### src/rtl/collatz_steps_if.sv
// Sync valid/ready bundle for the collatz cores.
// The producer/consumer side uses master; the responder block uses slave.
interface collatz_steps_if #(
  parameter int N = 27
);
  logic         in_valid;
  logic         in_ready;
  logic [N-1:0] in0;
  logic         out_valid;
  logic         out_ready;
  logic [N-1:0] out0;
  logic         out1;

  modport master (
    output in_valid, in0, out_ready,
    input  in_ready, out_valid, out0, out1
  );

  modport slave (
    input  in_valid, in0, out_ready,
    output in_ready, out_valid, out0, out1
  );
endinterface

### src/rtl/collatz_steps.sv
// Collatz step counter responder: accepts one start value, iterates one step
// per cycle, and presents the step count (or overflow) on the result channel.
module collatz_steps #(
  parameter int N = 27
) (
  input  logic           clk,
  input  logic           nrst,
  collatz_steps_if.slave bus
);

  typedef enum logic [1:0] {IDLE, RUN, DONE} state_e;

  state_e       state_q, state_d;
  logic [N-1:0] x_q, x_d;
  logic [N-1:0] cnt_q, cnt_d;
  logic [N-1:0] out0_q, out0_d;
  logic         out1_q, out1_d;
  logic         ovld_q, ovld_d;

  logic [N+1:0] t;
  logic [N-1:0] cnt_inc;

  // 3x+1 at two extra bits so the overflow into bits N+1:N is visible
  assign t       = ({2'b00, x_q} << 1) + {2'b00, x_q} + (N+2)'(1);
  assign cnt_inc = (&cnt_q) ? cnt_q : cnt_q + N'(1);

  always_comb begin
    state_d = state_q;
    x_d     = x_q;
    cnt_d   = cnt_q;
    out0_d  = out0_q;
    out1_d  = out1_q;
    ovld_d  = ovld_q;
    case (state_q)
      IDLE: begin
        ovld_d = 1'b0;
        if (bus.in_valid) begin
          x_d     = bus.in0;
          cnt_d   = '0;
          state_d = RUN;
        end
      end
      RUN: begin
        if (x_q <= N'(1)) begin
          out0_d  = cnt_q;
          out1_d  = 1'b0;
          state_d = DONE;
        end else if (!x_q[0]) begin
          x_d   = x_q >> 1;
          cnt_d = cnt_inc;
        end else if (|t[N+1:N]) begin
          out0_d  = cnt_q;
          out1_d  = 1'b1;
          state_d = DONE;
        end else begin
          x_d   = t[N-1:0];
          cnt_d = cnt_inc;
        end
      end
      DONE: begin
        // result is presented one cycle after entering DONE
        if (ovld_q && bus.out_ready) begin
          ovld_d  = 1'b0;
          state_d = IDLE;
        end else begin
          ovld_d = 1'b1;
        end
      end
      default: begin
        state_d = IDLE;
        ovld_d  = 1'b0;
      end
    endcase
  end

  always_ff @(posedge clk) begin
    if (!nrst) begin
      state_q <= IDLE;
      x_q     <= '0;
      cnt_q   <= '0;
      out0_q  <= '0;
      out1_q  <= 1'b0;
      ovld_q  <= 1'b0;
    end else begin
      state_q <= state_d;
      x_q     <= x_d;
      cnt_q   <= cnt_d;
      out0_q  <= out0_d;
      out1_q  <= out1_d;
      ovld_q  <= ovld_d;
    end
  end

  assign bus.in_ready  = nrst && (state_q == IDLE);
  assign bus.out_valid = ovld_q;
  assign bus.out0      = out0_q;
  assign bus.out1      = out1_q;

endmodule

### src/flat_wrapper.sv
// flat-port wrapper written by rule: the top's interface ports become plain ports
module collatz_steps_flat 
#(
  parameter int N = 27
)
  (clk, nrst, bus_in_valid, bus_in0, bus_out_ready, bus_in_ready, bus_out_valid, bus_out0, bus_out1);
  collatz_steps_if #(.N(N)) bus_i ();
  input  logic clk;
  input  logic nrst;
  input wire logic [$bits(bus_i.in_valid)-1:0] bus_in_valid;
  input wire logic [$bits(bus_i.in0)-1:0] bus_in0;
  input wire logic [$bits(bus_i.out_ready)-1:0] bus_out_ready;
  output wire logic [$bits(bus_i.in_ready)-1:0] bus_in_ready;
  output wire logic [$bits(bus_i.out_valid)-1:0] bus_out_valid;
  output wire logic [$bits(bus_i.out0)-1:0] bus_out0;
  output wire logic [$bits(bus_i.out1)-1:0] bus_out1;
  assign bus_i.in_valid = bus_in_valid;
  assign bus_i.in0 = bus_in0;
  assign bus_i.out_ready = bus_out_ready;
  assign bus_in_ready = bus_i.in_ready;
  assign bus_out_valid = bus_i.out_valid;
  assign bus_out0 = bus_i.out0;
  assign bus_out1 = bus_i.out1;
  collatz_steps #(.N(N)) u_core (.clk(clk), .nrst(nrst), .bus(bus_i));
endmodule
### config.mk
export PLATFORM = sky130hd
export DESIGN_NAME = collatz_steps_flat
export DESIGN_NICKNAME = d
export VERILOG_FILES = /design/src/rtl/collatz_steps_if.sv /design/src/rtl/collatz_steps.sv /design/src/flat_wrapper.sv
export SDC_FILE = /design/constraint.sdc
export NUM_CORES = 1
export LEC_CHECK = 0
export CORE_MARGIN = 5
export CORE_UTILIZATION = 55
export CTS_CLUSTER_DIAMETER = 30
export DETAILED_ROUTE_END_ITERATION = 16
export PLACE_DENSITY = 0.85
export SLEW_MARGIN = 0
export SYNTH_ARGS = -nofsm -noshare
export SYNTH_HDL_FRONTEND = slang
export SYNTH_SLANG_ARGS = --single-unit
### constraint.sdc
create_clock -name clk -period 6.7 [get_ports clk]
set_input_delay 1.34 -clock clk [delete_from_list [all_inputs] [get_ports clk]]
set_output_delay 1.34 -clock clk [all_outputs]
set_load 0.005 [all_outputs]
==> impl_metrics.toml, run 1 <==
[run_status]
result_of_the_run = "finished, final reports clean"

[synthesis]
synthFlopType = "sky130_fd_sc_hd__dfxtp_1"
synth_enable_flop_cells = 0
syn_area_per_cell_um2 = 7.91
synth_warnings = 0
synth-seq-cells = 85
synthesis.area_um2 = 6140
yosys.cell_types.count = 61
synthCells = 776
seq_area_frac_synth = 0.277
net_count_synth = 867
synth-async-reset-ratio = 0

[setup_path]
reg2reg_from = "u_core.x_q[2]$_SDFFE_PN0P_"
timing.critical_path.fanout_max = 19
setup.worst_path.end_class = "flip-flop"
regToRegSetupSlack_ns = 2.50
crit-reg2reg-capture = "u_core.cnt_q[7]$_SDFFE_PN0P_"
startpoint_type = "flip-flop"
worst-setup-path-type = "flip-flop to flip-flop"
crit_required_ns = 6.99
cp_data_arrival_time_ns = 4.49
reg2reg_depth = 12

[routing]
wl_per_cell_um = 17.6
drt_first_iter_violations = 435
detailedRoute.firstPassIterationCount = 5
totalWireLength_mm = 16.8
ant_nets = 0
drt_drc = 0
vias = 5880
routed_via_density = 6.18

[global_routing]
grt_max_degree = 110
initial_antenna_violation_count = 0
first_pass_grt_wire_length_mm = 27.7
grt.total_usage = 0.254
grt_pass1_vias = 5797
global_route.overflow_total = 0

[timing]
timing.final.max_slew_violations = 0
achievable-frequency_mhz = 238
finalCritPeriodShare = 0.627
fin_worst_skew_ns = 0.00816
post-route-min-period_ns = 4.20
rsz0062_at_grt = "false"
totalNegativeSetupSlack_ns = 0
finalHoldViolations = 0
worst_max_slew_pin_slew_ns = 1.16
timing.hold.ws_ns = 0.461
setup_viol = 0
max_slew_margin = 0.225
setup_ws_ns = 2.50

[power_and_ir_drop]
p_switching_mw = 1.37
leakage_dissipation_nw = 2.67
share_comb_of_total_power = 0.607
power_internal_mw = 1.41
clock_power_share = 0.144
powerDensity_nw_per_um2 = 399
worst_ir_drop_vdd_mv = 0.226
sw_frac_of_total = 0.494
total_power_mw = 2.78
pwr-share-seq = 0.249

[worst_hold_path]
holdPathEnd = "u_core.bus.out0[2]$_SDFFE_PN0P_"
min_path_type = "flip-flop to flip-flop"
hold_path_depth = 2
holdCritStartpoint = "u_core.bus.out0[2]$_SDFFE_PN0P_"

[cells_and_area]
final_non_filler_cells = 952
share_of_final_layout_standard_cells_stronger_than_drive_strength_1 = 0.0603
syn_to_final_growth_pct = 13.7
antennaDiodeCount = 0
post-route-cell-area_um2 = 6980
finish.net_count = 898
postLayoutCoreUtil = 0.641

[clock_tree]
cts-htree-levels = 3
cts.repair_timing.setup_buffer_count = 0
tritoncts_clock_tree = "built"
clk_pin_slew_worst_paths_ns = 0.09
clockBufferDepth = 2
cts.hold.buffers_added = 0
post_cts.resized_instances = 0
clock_latency_of_the_later_clocked_register_in_the_worst_skew_pair_ns = 0.38
clock_sink_count = 85
cts.root.buffer_cell = "sky130_fd_sc_hd__clkbuf_8"
cts_made_buffers = 9

[placement]
port_buffers = 60
post_dp_cell_area_um2 = 6760
placement.setup.worst_slack_ns = 2.62
dp_cells = 936
globalplace.congestion = 1.00
detailed_place_hpwl_mm = 11.7

[die]
ioPinCount = 61
die_area_um2 = 13400
die_width_um = 116
die_height_um = 116
fp-row-count = 38
coreArea_um2 = 10900
start_util = 0.564

[flow_run]
timing.max_cap.violations = 0
[area by class of cell]
class / count / area (um^2)
clock inverters: 5 / 63.8
inverters: 38 / 143
multi-input cells: 605 / 4090
repair buffers: 68 / 658
fillers: 928 / 3910
well taps: 140 / 175
clock buffers: 11 / 151
flip-flops and latches: 85 / 1700
[registers in the layout (all words and copies together) (netlist names)]
name,flops
u_core.bus.out0,27
u_core.cnt_q,27
u_core.x_q,27
u_core.state_q,2
u_core.bus.out1,1
u_core.bus.out_valid,1
[Yosys cell counts, types with 9 or more instances]
cell,instances,area (um^2)
sky130_fd_sc_hd__nand2b_1,10,62.6
sky130_fd_sc_hd__a211oi_1,9,67.6
sky130_fd_sc_hd__o211ai_1,24,180
sky130_fd_sc_hd__clkbuf_1,28,105
sky130_fd_sc_hd__nand2_1,110,413
sky130_fd_sc_hd__nand3b_1,11,82.6
sky130_fd_sc_hd__nand4_1,15,93.8
sky130_fd_sc_hd__dfxtp_1,85,1700
sky130_fd_sc_hd__nor3_1,18,90.1
sky130_fd_sc_hd__inv_1,38,143
sky130_fd_sc_hd__xor2_1,9,78.8
sky130_fd_sc_hd__a31o_2,10,87.6
sky130_fd_sc_hd__and3_1,16,100
sky130_fd_sc_hd__a21oi_1,41,205
sky130_fd_sc_hd__buf_2,11,55.1
sky130_fd_sc_hd__o21ai_0,29,145
sky130_fd_sc_hd__ha_1,59,738
sky130_fd_sc_hd__o21ai_1,15,75.1
sky130_fd_sc_hd__nor2_1,37,139
sky130_fd_sc_hd__xnor2_1,11,96.3
sky130_fd_sc_hd__o22ai_1,19,119
sky130_fd_sc_hd__a21boi_1,12,90.1
sky130_fd_sc_hd__mux2i_1,31,310
sky130_fd_sc_hd__nand3_1,19,95.1
sky130_fd_sc_hd__a21o_1,9,67.6
[cells in the final DEF (no fill, tap or decap), types with 11 or more instances in the layout]
cell type,instances
sky130_fd_sc_hd__a21boi_1,12
sky130_fd_sc_hd__o22ai_1,19
sky130_fd_sc_hd__clkbuf_8,11
sky130_fd_sc_hd__nand3b_1,11
sky130_fd_sc_hd__clkdlybuf4s50_1,59
sky130_fd_sc_hd__and3_1,16
sky130_fd_sc_hd__ha_1,59
sky130_fd_sc_hd__nor3_1,18
sky130_fd_sc_hd__nand3_1,19
sky130_fd_sc_hd__nand2_1,110
sky130_fd_sc_hd__nor2_1,37
sky130_fd_sc_hd__o211ai_1,24
sky130_fd_sc_hd__xnor2_1,11
sky130_fd_sc_hd__o21ai_1,15
sky130_fd_sc_hd__mux2i_1,31
sky130_fd_sc_hd__nand4_1,15
sky130_fd_sc_hd__inv_1,38
sky130_fd_sc_hd__a21oi_1,40
sky130_fd_sc_hd__o21ai_0,29
sky130_fd_sc_hd__dfxtp_1,85
[power groups by stage]
stage               Combinational (mW)  Clock [mW]  Sequential (mW)
floorplan                         1.30           0            0.669
global placement                  1.61           0            0.697
detailed placement                1.65           0            0.703
CTS                               1.66       0.409            0.691
global route                      1.86       0.432            0.709
finish                            1.69       0.400            0.694
[metal layers]
layer	part of all wire	vias to the layer above	global-route usage	wire, um
met4	0.021	0	0.0874	357
met2	0.48	200	0.420	8000
li1	-	2885	-	-
met3	0.061	31	0.0606	1030
met5	0	-	0	0
met1	0.44	2764	0.326	7410
[kinds of logic (layout without fill, tap and decap cells)]
kind of cell,count (synthesis),count (layout),share of synthesized area
compound gates,226,226,0.249
simple gates,268,268,0.211
buf+inv,86,122,0.0603
fa+ha+maj,60,60,0.123
mux,31,31,0.0505
xor+xnor,20,20,0.0285
flops,85,85,0.277
[worst max-delay path, cell delays in order, from the launching register on]
cell,delay (ns)
sky130_fd_sc_hd__dfxtp_1,0.43
sky130_fd_sc_hd__inv_1,0.12
sky130_fd_sc_hd__ha_1,0.39
sky130_fd_sc_hd__a21o_1,0.22
sky130_fd_sc_hd__nand2b_1,0.20
sky130_fd_sc_hd__a21oi_2,0.27
sky130_fd_sc_hd__o31ai_1,0.17
sky130_fd_sc_hd__o2111a_1,0.26
sky130_fd_sc_hd__a211oi_2,0.30
sky130_fd_sc_hd__buf_4,0.32
sky130_fd_sc_hd__a21o_1,0.60
sky130_fd_sc_hd__nand3_1,0.54
sky130_fd_sc_hd__o22ai_1,0.27
[worst max-delay path by stage]
stage,end,from,depth (start not counted),slack [ns]
finish,u_core.cnt_q[7]$_SDFFE_PN0P_,u_core.x_q[2]$_SDFFE_PN0P_,12,2.50
global route,u_core.cnt_q[7]$_SDFFE_PN0P_,u_core.x_q[2]$_SDFFE_PN0P_,12,2.15
CTS,u_core.cnt_q[8]$_SDFFE_PN0P_,u_core.x_q[2]$_SDFFE_PN0P_,12,2.61
detailed placement,u_core.cnt_q[8]$_SDFFE_PN0P_,u_core.x_q[2]$_SDFFE_PN0P_,12,2.62
global placement,u_core.cnt_q[19]$_SDFFE_PN0P_,u_core.x_q[0]$_SDFFE_PN0P_,12,2.84
floorplan,u_core.cnt_q[23]$_SDFFE_PN0P_,u_core.x_q[23]$_SDFFE_PN0P_,15,3.77
(Power assumes the default switching activity.)
==> run 2: changes to the inputs <==
--- a/config.mk
+++ b/config.mk
@@ -6,10 +6,10 @@
 export NUM_CORES = 1
 export LEC_CHECK = 0
 export CORE_MARGIN = 5
-export CORE_UTILIZATION = 55
+export CORE_UTILIZATION = 53
 export CTS_CLUSTER_DIAMETER = 30
 export DETAILED_ROUTE_END_ITERATION = 16
-export PLACE_DENSITY = 0.85
+export PLACE_DENSITY = 0.86
 export SLEW_MARGIN = 0
 export SYNTH_ARGS = -nofsm -noshare
 export SYNTH_HDL_FRONTEND = slang
==> constraint.sdc (replaced) <==
create_clock -name clk -period 3.4 [get_ports clk]
set_input_delay 0.68 -clock clk [delete_from_list [all_inputs] [get_ports clk]]
set_output_delay 0.68 -clock clk [all_outputs]
set_load 0.005 [all_outputs]
==> run 2 against run 1 <==
Final area increased by 6.7%. Via count up 3.6%. Total power is 120% higher. Non-clock buffer count up 43. Wire length up 1.7%. Critical path type unchanged.
==> impl_metrics.toml, run 2 (same netlist as run 1, synthesis figures left out) <==
[run_status]
result_of_the_run = "finished, final reports clean"

[clock_tree]
cts.root.buffer_cell = "sky130_fd_sc_hd__clkbuf_16"
clockBufferDepth = 2
clock_latency_of_the_later_clocked_register_in_the_worst_skew_pair_ns = 0.35
clk_pin_slew_worst_paths_ns = 0.07
tritoncts_clock_tree = "built"
cts-htree-levels = 3
cts_made_buffers = 9
clock_sink_count = 85

[cells_and_area]
share_of_final_layout_standard_cells_stronger_than_drive_strength_1 = 0.112
syn_to_final_growth_pct = 21.3
postLayoutCoreUtil = 0.655
antennaDiodeCount = 0
mostFrequentLayoutCells = "sky130_fd_sc_hd__nand2_1, sky130_fd_sc_hd__dfxtp_1, sky130_fd_sc_hd__ha_1, sky130_fd_sc_hd__clkdlybuf4s50_1, sky130_fd_sc_hd__buf_4"
final_non_filler_cells = 998
finish.net_count = 941
final_common_cell = "sky130_fd_sc_hd__nand2_1"

[setup_path]
cp_slowest_stage_delay_ns = 0.38
regToRegSetupSlack_ns = 0.18
startpoint_type = "flip-flop"
crit_required_ns = 3.68
reg2reg_depth = 13
reg2reg_from = "u_core.x_q[4]$_SDFFE_PN0P_"
setup.worst_path.end_class = "flip-flop"
critical_path_buf_inv_count = 3
path_delay_family = "compound AO/OA/AOI/OAI gates"
worst-setup-path-type = "flip-flop to flip-flop"
critical_path.cell_chain = "inv_1, ha_1, a21oi_2, o211ai_1, a21oi_2, a311oi_2, or3_1, a211oi_4, buf_4, a21oi_4, buf_4, or3_1, a21boi_1"
timing.critical_path.fanout_max = 11
crit-reg2reg-capture = "u_core.x_q[9]$_SDFFE_PN0P_"
timing.critical_path.slowest_stage_cell = "sky130_fd_sc_hd__dfxtp_1"
cp_data_arrival_time_ns = 3.51

[routing]
vias = 6091
routed_via_density = 6.10
ant_nets = 0
wl_per_cell_um = 17.1
detailedRoute.firstPassIterationCount = 5
totalWireLength_mm = 17.1
drt_drc = 0
drt_first_iter_violations = 580

[die]
die_height_um = 118
start_util = 0.540
die_area_um2 = 13800
fp-row-count = 39
coreArea_um2 = 11400
die_width_um = 118
ioPinCount = 61

[placement]
placement.setup.worst_slack_ns = 0.0878
globalplace.congestion = 0.968
port_buffers = 60
dp_cells = 978
detailed_place_hpwl_mm = 12.3

[power_and_ir_drop]
sw_frac_of_total = 0.462
powerDensity_nw_per_um2 = 824
worst_ir_drop_vdd_mv = 0.441
p_switching_mw = 2.83
pwr-share-seq = 0.214
total_power_mw = 6.13
share_comb_of_total_power = 0.616
leakage_dissipation_nw = 2.94
clock_power_share = 0.170
power_internal_mw = 3.30

[worst_hold_path]
holdPathEnd = "u_core.bus.out0[1]$_SDFFE_PN0P_"
holdCritStartpoint = "u_core.bus.out0[1]$_SDFFE_PN0P_"
min_path_type = "flip-flop to flip-flop"
hold_path_depth = 2

[global_routing]
initial_antenna_violation_count = 0
global_route.overflow_total = 0
grt.total_usage = 0.242
grt_max_degree = 52
first_pass_grt_wire_length_mm = 28.4
grt_pass1_vias = 5814

[timing]
finalCritPeriodShare = 0.948
worst_max_slew_pin_slew_ns = 1.22
setup_ws_ns = 0.176
finalHoldViolations = 0
setup_viol = 0
totalNegativeSetupSlack_ns = 0
max_slew_margin = 0.188
achievable-frequency_mhz = 310
timing.final.max_slew_violations = 0
fin_worst_skew_ns = 0.00907
post-route-min-period_ns = 3.22

[flow_run]
timing.max_cap.violations = 0
-- run 2: cell count changes in the layout (fill, tap and decap cells not counted), moves of 2 or more --
cell / previous run / this run
sky130_fd_sc_hd__clkbuf_8: 11 / 0
sky130_fd_sc_hd__buf_4: 9 / 50
sky130_fd_sc_hd__clkbuf_16: 0 / 9
sky130_fd_sc_hd__buf_12: 0 / 2
-- run 2: timing repair --
action | 4_1_cts | 5_1_grt
gates resized for setup | 0 | 6
setup buffers | 0 | 4
endpoints found under the setup margin | 0 | 70
hold buffers | 0 | 0
-- run 2: worst register-to-register path: stages, from the launching register on --
cell                       delay [ns]
sky130_fd_sc_hd__dfxtp_1         0.38
sky130_fd_sc_hd__inv_1           0.11
sky130_fd_sc_hd__ha_1            0.35
sky130_fd_sc_hd__a21oi_2         0.20
sky130_fd_sc_hd__o211ai_1        0.14
sky130_fd_sc_hd__a21oi_2         0.24
sky130_fd_sc_hd__a311oi_2        0.13
sky130_fd_sc_hd__or3_1           0.37
sky130_fd_sc_hd__a211oi_4        0.27
sky130_fd_sc_hd__buf_4           0.17
sky130_fd_sc_hd__a21oi_4         0.10
sky130_fd_sc_hd__buf_4           0.20
sky130_fd_sc_hd__or3_1           0.38
sky130_fd_sc_hd__a21boi_1        0.14
-- run 2: layout make-up --
cell class	count	area (um^2)
fillers	941	3920
clock buffers	10	229
inverters	38	143
repair buffers	111	1010
multi-input cells	605	4110
flip-flops and latches	85	1700
clock inverters	6	76.3
well taps	143	179
-- run 2: worst max path at each step --
| stage | start | slack [ns] | end | cells after the start |
|---|---|---|---|---|
| after global routing | u_core.x_q[21]$_SDFFE_PN0P_ | -0.03 | u_core.cnt_q[4]$_SDFFE_PN0P_ | 14 |
| after CTS | u_core.x_q[2]$_SDFFE_PN0P_ | 0.07 | u_core.x_q[22]$_SDFFE_PN0P_ | 12 |
| after detailed placement | u_core.x_q[2]$_SDFFE_PN0P_ | 0.09 | u_core.x_q[22]$_SDFFE_PN0P_ | 12 |
| final | u_core.x_q[4]$_SDFFE_PN0P_ | 0.18 | u_core.x_q[9]$_SDFFE_PN0P_ | 13 |
| after floorplan | u_core.x_q[23]$_SDFFE_PN0P_ | 0.47 | u_core.cnt_q[23]$_SDFFE_PN0P_ | 15 |
| after global placement | u_core.x_q[2]$_SDFFE_PN0P_ | 0.19 | u_core.x_q[10]$_SDFFE_PN0P_ | 13 |
-- run 2: metal layers --
metal	vias up	track usage	wire length [um]
met5	-	0	0
met4	0	0.0824	363
met3	34	0.0418	908
met2	211	0.403	8160
met1	2875	0.315	7650
li1	2971	-	-
-- run 2: power by group through the flow --
stage	Sequential (mW)	Clock, mW	Combinational, mW
floorplan	1.32	0	2.56
global placement	1.32	0	3.58
detailed placement	1.33	0	3.65
CTS	1.31	1.05	3.67
global route	1.34	1.09	4.13
finish	1.31	1.04	3.78
-- run 2: through the flow --
| stage | cell area, um^2 | hold slack, ns |
|---|---|---|
| after global routing | 7450 | 0.475 |
| after global placement | 7090 | 0.444 |
| after floorplan | 6140 | 0.451 |
| final | 7450 | 0.460 |
| after CTS | 7390 | 0.462 |
| after detailed placement | 7090 | 0.449 |
